==> src/rtl/exu_cdb_wb_buf.sv <==
// exu_cdb_wb_buf
//   Writeback buffer between an execution unit's result stage and the CDB
//   arbiter. Completed results are queued in a small FIFO; the oldest entry is
//   offered on cdb_req/cdb_tag/cdb_wdata until the arbiter grants it with
//   cdb_rdy. Cycles spent requesting without a grant are counted in stall_cnt.
//
//   Ports:
//     clk, rst          clock, asynchronous active-high reset
//     flush             synchronous squash of every buffered result
//     res_vld/tag/data  result offered by the execution unit
//     res_rdy           buffer can take a result this cycle
//     cdb_req/tag/wdata head entry presented to the CDB arbiter
//     cdb_rdy           grant from the CDB arbiter
//     occupancy         current number of buffered entries
//     stall_cnt         saturating count of cycles with cdb_req && !cdb_rdy
module exu_cdb_wb_buf #(
    parameter int TAG_W  = 4,
    parameter int DATA_W = 32,
    parameter int DEPTH  = 4,
    parameter int CNT_W  = 16
) (
    input  logic                       clk,
    input  logic                       rst,
    input  logic                       flush,
    input  logic                       res_vld,
    input  logic [TAG_W-1:0]           res_tag,
    input  logic [DATA_W-1:0]          res_data,
    output logic                       res_rdy,
    output logic                       cdb_req,
    output logic [TAG_W-1:0]           cdb_tag,
    output logic [DATA_W-1:0]          cdb_wdata,
    input  logic                       cdb_rdy,
    output logic [$clog2(DEPTH):0]     occupancy,
    output logic [CNT_W-1:0]           stall_cnt
);

    localparam int PTR_W = $clog2(DEPTH);
    localparam int OCC_W = PTR_W + 1;
    localparam logic [OCC_W-1:0] FULL_CNT = OCC_W'(DEPTH);

    logic [TAG_W-1:0]  tag_mem_q  [DEPTH];
    logic [DATA_W-1:0] data_mem_q [DEPTH];

    logic [PTR_W-1:0] wr_ptr_q, wr_ptr_d;
    logic [PTR_W-1:0] rd_ptr_q, rd_ptr_d;
    logic [OCC_W-1:0] count_q,  count_d;
    logic [CNT_W-1:0] stall_q,  stall_d;

    logic push;
    logic pop;

    // Both handshakes depend on registered state only, so neither ready nor
    // request has a combinational path from cdb_rdy.
    assign res_rdy   = (count_q < FULL_CNT);
    assign cdb_req   = (count_q != '0);
    assign occupancy = count_q;
    assign stall_cnt = stall_q;

    assign push = res_vld && res_rdy;
    assign pop  = cdb_req && cdb_rdy;

    always_comb begin
        cdb_tag   = '0;
        cdb_wdata = '0;
        if (cdb_req) begin
            cdb_tag   = tag_mem_q[rd_ptr_q];
            cdb_wdata = data_mem_q[rd_ptr_q];
        end
    end

    always_comb begin
        wr_ptr_d = wr_ptr_q;
        rd_ptr_d = rd_ptr_q;
        count_d  = count_q;
        if (flush) begin
            wr_ptr_d = '0;
            rd_ptr_d = '0;
            count_d  = '0;
        end else begin
            if (push) wr_ptr_d = wr_ptr_q + PTR_W'(1);
            if (pop)  rd_ptr_d = rd_ptr_q + PTR_W'(1);
            case ({push, pop})
                2'b10:   count_d = count_q + OCC_W'(1);
                2'b01:   count_d = count_q - OCC_W'(1);
                default: count_d = count_q;
            endcase
        end
    end

    // Flush deliberately leaves the statistics counter alone.
    always_comb begin
        stall_d = stall_q;
        if (cdb_req && !cdb_rdy && (stall_q != '1)) begin
            stall_d = stall_q + CNT_W'(1);
        end
    end

    always_ff @(posedge clk or posedge rst) begin
        if (rst) begin
            wr_ptr_q <= '0;
            rd_ptr_q <= '0;
            count_q  <= '0;
            stall_q  <= '0;
        end else begin
            wr_ptr_q <= wr_ptr_d;
            rd_ptr_q <= rd_ptr_d;
            count_q  <= count_d;
            stall_q  <= stall_d;
        end
    end

    // Storage is not reset; an entry is only visible once count covers it.
    always_ff @(posedge clk) begin
        if (push) begin
            tag_mem_q[wr_ptr_q]  <= res_tag;
            data_mem_q[wr_ptr_q] <= res_data;
        end
    end

endmodule

==> config.mk <==
export PLATFORM = sky130hd
export DESIGN_NAME = exu_cdb_wb_buf
export DESIGN_NICKNAME = d
export VERILOG_FILES = /design/src/rtl/exu_cdb_wb_buf.sv
export SDC_FILE = /design/constraint.sdc
export NUM_CORES = 1
export LEC_CHECK = 0
export CAP_MARGIN = 25
export CORE_MARGIN = 2
export CORE_UTILIZATION = 30
export CTS_CLUSTER_SIZE = 28
export DETAILED_ROUTE_END_ITERATION = 7
export PLACE_DENSITY = 0.49
export REMOVE_ABC_BUFFERS = 1
export SLEW_MARGIN = 20
export SYNTH_ARGS = -nofsm -noshare
export SYNTH_HDL_FRONTEND = slang
export SYNTH_SLANG_ARGS = --single-unit
==> constraint.sdc <==
create_clock -name clk -period 5.9 [get_ports clk]
set_clock_uncertainty 0.15 [all_clocks]
set_input_delay 1.18 -clock clk [delete_from_list [all_inputs] [get_ports clk]]
set_output_delay 1.18 -clock clk [all_outputs]
set_load 0.02 [all_outputs]
==> results.txt <==
* Source-to-sink clock delay at the later pin of the worst-skew pair: 0.41 ns
- The startpoint identified for the worst register-to-register timing path is occupancy[2].
* Biggest area consumer among synthesized cells: sky130_fd_sc_hd__edfxtp_1
- The number of antenna diodes in the final layout is 0.
- Status: completed
- Summed over all nets, the half-perimeter wirelength after detailed placement is 8.71 mm.
- Count of unique library cells instantiated by Yosys: 40
- Critical-path cell list: mux4_2, and2_1, clkdlybuf4s50_1
* Final Util: 39.7%
- CTS placed an instance of sky130_fd_sc_hd__clkbuf_16 at the clock tree root.
- In this run the cell area of the synthesized design comes to 0.00672 sq mm.
- Number of global-route vias before repair: 3868
- Int Pwr: 0.00273 W
* CTS Hold Bufs: 0
- Synth Instances: 352
- For this block, the routed nets add up to 13.7 mm of wire.
* Fraction of power spent switching nets: 28.3%
- Post-synth ARST share: 13.8%
- I/O pin count: 98
- In the post-route analysis, the smallest setup slack over all paths is 1.85 ns.
* Minimum setup slack after placement: 2.20 ns
- Timing would allow up to 247 MHz.
- Min Tclk post-route: 4.05 ns
- Area of the die: 0.0236 sq mm
* Top cells by area, synth: sky130_fd_sc_hd__edfxtp_1 (64%), sky130_fd_sc_hd__mux4_2 (12%), sky130_fd_sc_hd__dfrtp_1 (8.6%)
- Maximum buffer depth of the clock tree: 2
* Pwr dens: 438 mW/mm^2
- Port buffering added 97 buffers.
- Post-CTS clock slew at the launch and capture registers of the worst setup and hold paths: 0.06 ns
- Critical path start-end classification: reg2out
- Leakage power of the design: 2.91 nW
- The count of nets left with antenna violations once routing finished came out at 0.
- IR analysis of the VDD net gives a maximum drop of 244 uV.
* Horizontal extent of the die: 154 um
* Initial antenna violation count: 0
- Worst endpoint required time: 4.57 ns
- After the last flow step, the layout net total stands at 505.
- Post-synthesis to final-layout area growth: 29.5%
- Global routing used 12.3% of the available tracks.
- Start point of the critical path: rd_ptr_q[0]
- Summing over every cut layer, the via total after detailed routing is 3473.
* First-pass detailed-route iteration total: 4
- Setup total negative slack on the finished layout was measured at 0 ns.
* Core area: 0.0219 sq mm
- The tool flagged a number of max-cap violations equal to 0.
- At the end of routability-driven placement, the weighted congestion stood at 0.791.
* Relative contribution of the clock network to total power: 30.4%
- Proportion of layout cells with a drive suffix above 1: 18.2%
* Final worst path period share: 68.7%
- Most frequently used flop master after synthesis: sky130_fd_sc_hd__edfxtp_1
- For this design the total switching power over the nets is 0.00108 W.
* Type of element launching the critical path: flip-flop
* Portion of the post-synthesis area used by sequential elements: 72.9%
- Type of the tightest min-delay check: reg2reg
- The floorplan step set the die height to 154 um.
- In the routed design, unresolved DRC markers number 0.
- At the worst endpoint, the arrival time is 2.72 ns.
- In the synthesized netlist, the cells that appear most often are sky130_fd_sc_hd__edfxtp_1 (144), sky130_fd_sc_hd__and2_1 (42), sky130_fd_sc_hd__mux4_2 (36).
* Final setup fails: 0
* Top cell type's share of synthesized area: 64.4%
- Pwr Total: 0.00381 W
- Post-synth EDFFs: 144
* Setup repair after global routing missed its margin: no
- CTS tree: yes
- Average vias per placed instance: 4.64
* Number of warnings issued by yosys: 0
- The most common cell in the synthesized netlist is sky130_fd_sc_hd__edfxtp_1.
* Crit path capture type: output port
- Number of post-CTS setup repair buffers: 0
* Max stage delay cell, worst path: sky130_fd_sc_hd__dfrtp_4
- Worst relative slew slack: 32.0%
* Largest stage delay on the critical path: 0.96 ns
- In this run the worst path has a maximum fanout of 38.
- Global-route wire length before repair: 21.8 mm
* Maximum number of pins on one net before global-route repair: 39
* Post-synthesis register bit count: 167
- Combinational logic burns 28.7% of the power.
- Worst min-delay path startpoint: stall_cnt[7]
* Grt ovf: 0
- Initial core utilization: 30.7%
* Final Max Tran Viols: 0
- Number of buffers inserted during clock tree synthesis: 17
- Clock Sink Count: 167
- Initial drt markers: 158
- Floorplan row count: 54
- Post-cts sizing count: 0
- In the final routed layout, each cell accounts on average for 18.3 um.
* Synthesized area per cell: 19.1 sq um
- At the pin with the least slew margin, the transition time is 1.02 ns.
- Sequential power share: 40.9%
- CTS built an H-tree with a depth of 4.
- The final hold violation count came to 0.
final timing paths:
kind / end / slack [ns] / cells after the start
worst max-delay path: cdb_wdata[18] / 1.85 / 3
worst min-delay path: stall_cnt[7] / 0.37 / 1
worst max register to register: data_mem_q[1][13] / 3.60 / 3
worst min register to register: stall_cnt[7] / 0.37 / 1
max in group asynchronous: rd_ptr_q[0] / 4.29 / 3
min in group asynchronous: stall_cnt[5] / 0.89 / 2
layout make-up:
type	count	area (sq um)
clock buffers	20	437
clock inverters	9	178
well taps	280	350
flip-flops and latches	167	4900
inverters	8	30.0
multi-input cells	162	1720
fillers	2015	13200
repair buffers	102	1090
cell families (layout without fill, tap and decap cells):
kind of cell | Yosys count | in the layout | synth area share, %
flip-flops | 167 | 167 | 72.9
AND/OR/NAND/NOR | 92 | 92 | 8.68
multiplexers | 39 | 39 | 12.6
buffers and inverters | 23 | 139 | 1.60
XOR/XNOR | 16 | 16 | 2.09
AO/OA/AOI/OAI | 9 | 9 | 0.857
adder cells (fa/ha/maj) | 6 | 6 | 1.23
critical path, delay by kind of cell, from the launching register on:
family	cells	cell delay (ns)
buffers and inverters	1	0.53
flip-flops	1	0.96
multiplexers	1	0.63
AND/OR/NAND/NOR	1	0.17
metal layers:
| metal | global-route usage [%] | up-vias | wire length [um] |
|---|---|---|---|
| li1 | - | 1587 | - |
| met1 | 15.2 | 1783 | 5940 |
| met2 | 20.2 | 90 | 6740 |
| met3 | 4.59 | 13 | 849 |
| met4 | 3.80 | 0 | 135 |
| met5 | 0 | - | 0 |
sequential cells by signal, summed over array words and instances (netlist names):
register,count
wr_ptr_q,2
tag_mem_q,16
stall_cnt,16
occupancy,3
rd_ptr_q,2
data_mem_q,128
power by group through the flow:
stage	clock, W	combinational (W)	sequential, W
after floorplan	0	0.000605	0.00157
after global placement	0	0.00108	0.00159
after detailed placement	0	0.00111	0.00159
after CTS	0.00119	0.00112	0.00157
after global routing	0.00124	0.00117	0.00159
final	0.00116	0.00109	0.00156
layout by cell type (no fill, tap or decap), types with 2 or more instances in the layout:
| cell type | netlist | final |
|---|---|---|
| sky130_fd_sc_hd__clkbuf_16 | 0 | 17 |
| sky130_fd_sc_hd__and2_1 | 42 | 38 |
| sky130_fd_sc_hd__dfrtp_1 | 23 | 21 |
| sky130_fd_sc_hd__buf_16 | 0 | 2 |
| sky130_fd_sc_hd__a21oi_1 | 5 | 5 |
| sky130_fd_sc_hd__and3_1 | 6 | 6 |
| sky130_fd_sc_hd__clkinv_2 | 0 | 2 |
| sky130_fd_sc_hd__clkdlybuf4s50_1 | 0 | 97 |
| sky130_fd_sc_hd__xnor2_1 | 14 | 14 |
| sky130_fd_sc_hd__nor2_1 | 9 | 9 |
| sky130_fd_sc_hd__ha_1 | 5 | 5 |
| sky130_fd_sc_hd__xor2_1 | 2 | 2 |
| sky130_fd_sc_hd__nand3_1 | 7 | 7 |
| sky130_fd_sc_hd__mux4_2 | 36 | 36 |
| sky130_fd_sc_hd__clkbuf_1 | 5 | 3 |
| sky130_fd_sc_hd__clkinv_4 | 0 | 2 |
| sky130_fd_sc_hd__buf_12 | 0 | 3 |
| sky130_fd_sc_hd__bufinv_16 | 0 | 5 |
| sky130_fd_sc_hd__and3_2 | 2 | 2 |
| sky130_fd_sc_hd__inv_1 | 7 | 7 |
| sky130_fd_sc_hd__edfxtp_1 | 144 | 144 |
| sky130_fd_sc_hd__nand4_1 | 9 | 9 |
| sky130_fd_sc_hd__and2_2 | 0 | 4 |
| sky130_fd_sc_hd__nand2_1 | 4 | 4 |
| sky130_fd_sc_hd__nor3_2 | 2 | 2 |
stage by stage:
stage	hold slack, ns	std cells	area [sq um]
final	0.368	748	8700
after global routing	0.396	748	8700
after CTS	0.370	747	8670
after detailed placement	0.354	718	8060
after global placement	0.356	714	7970
after floorplan	0.412	337	6640
Note: power is estimated with default switching activity, not from simulation.
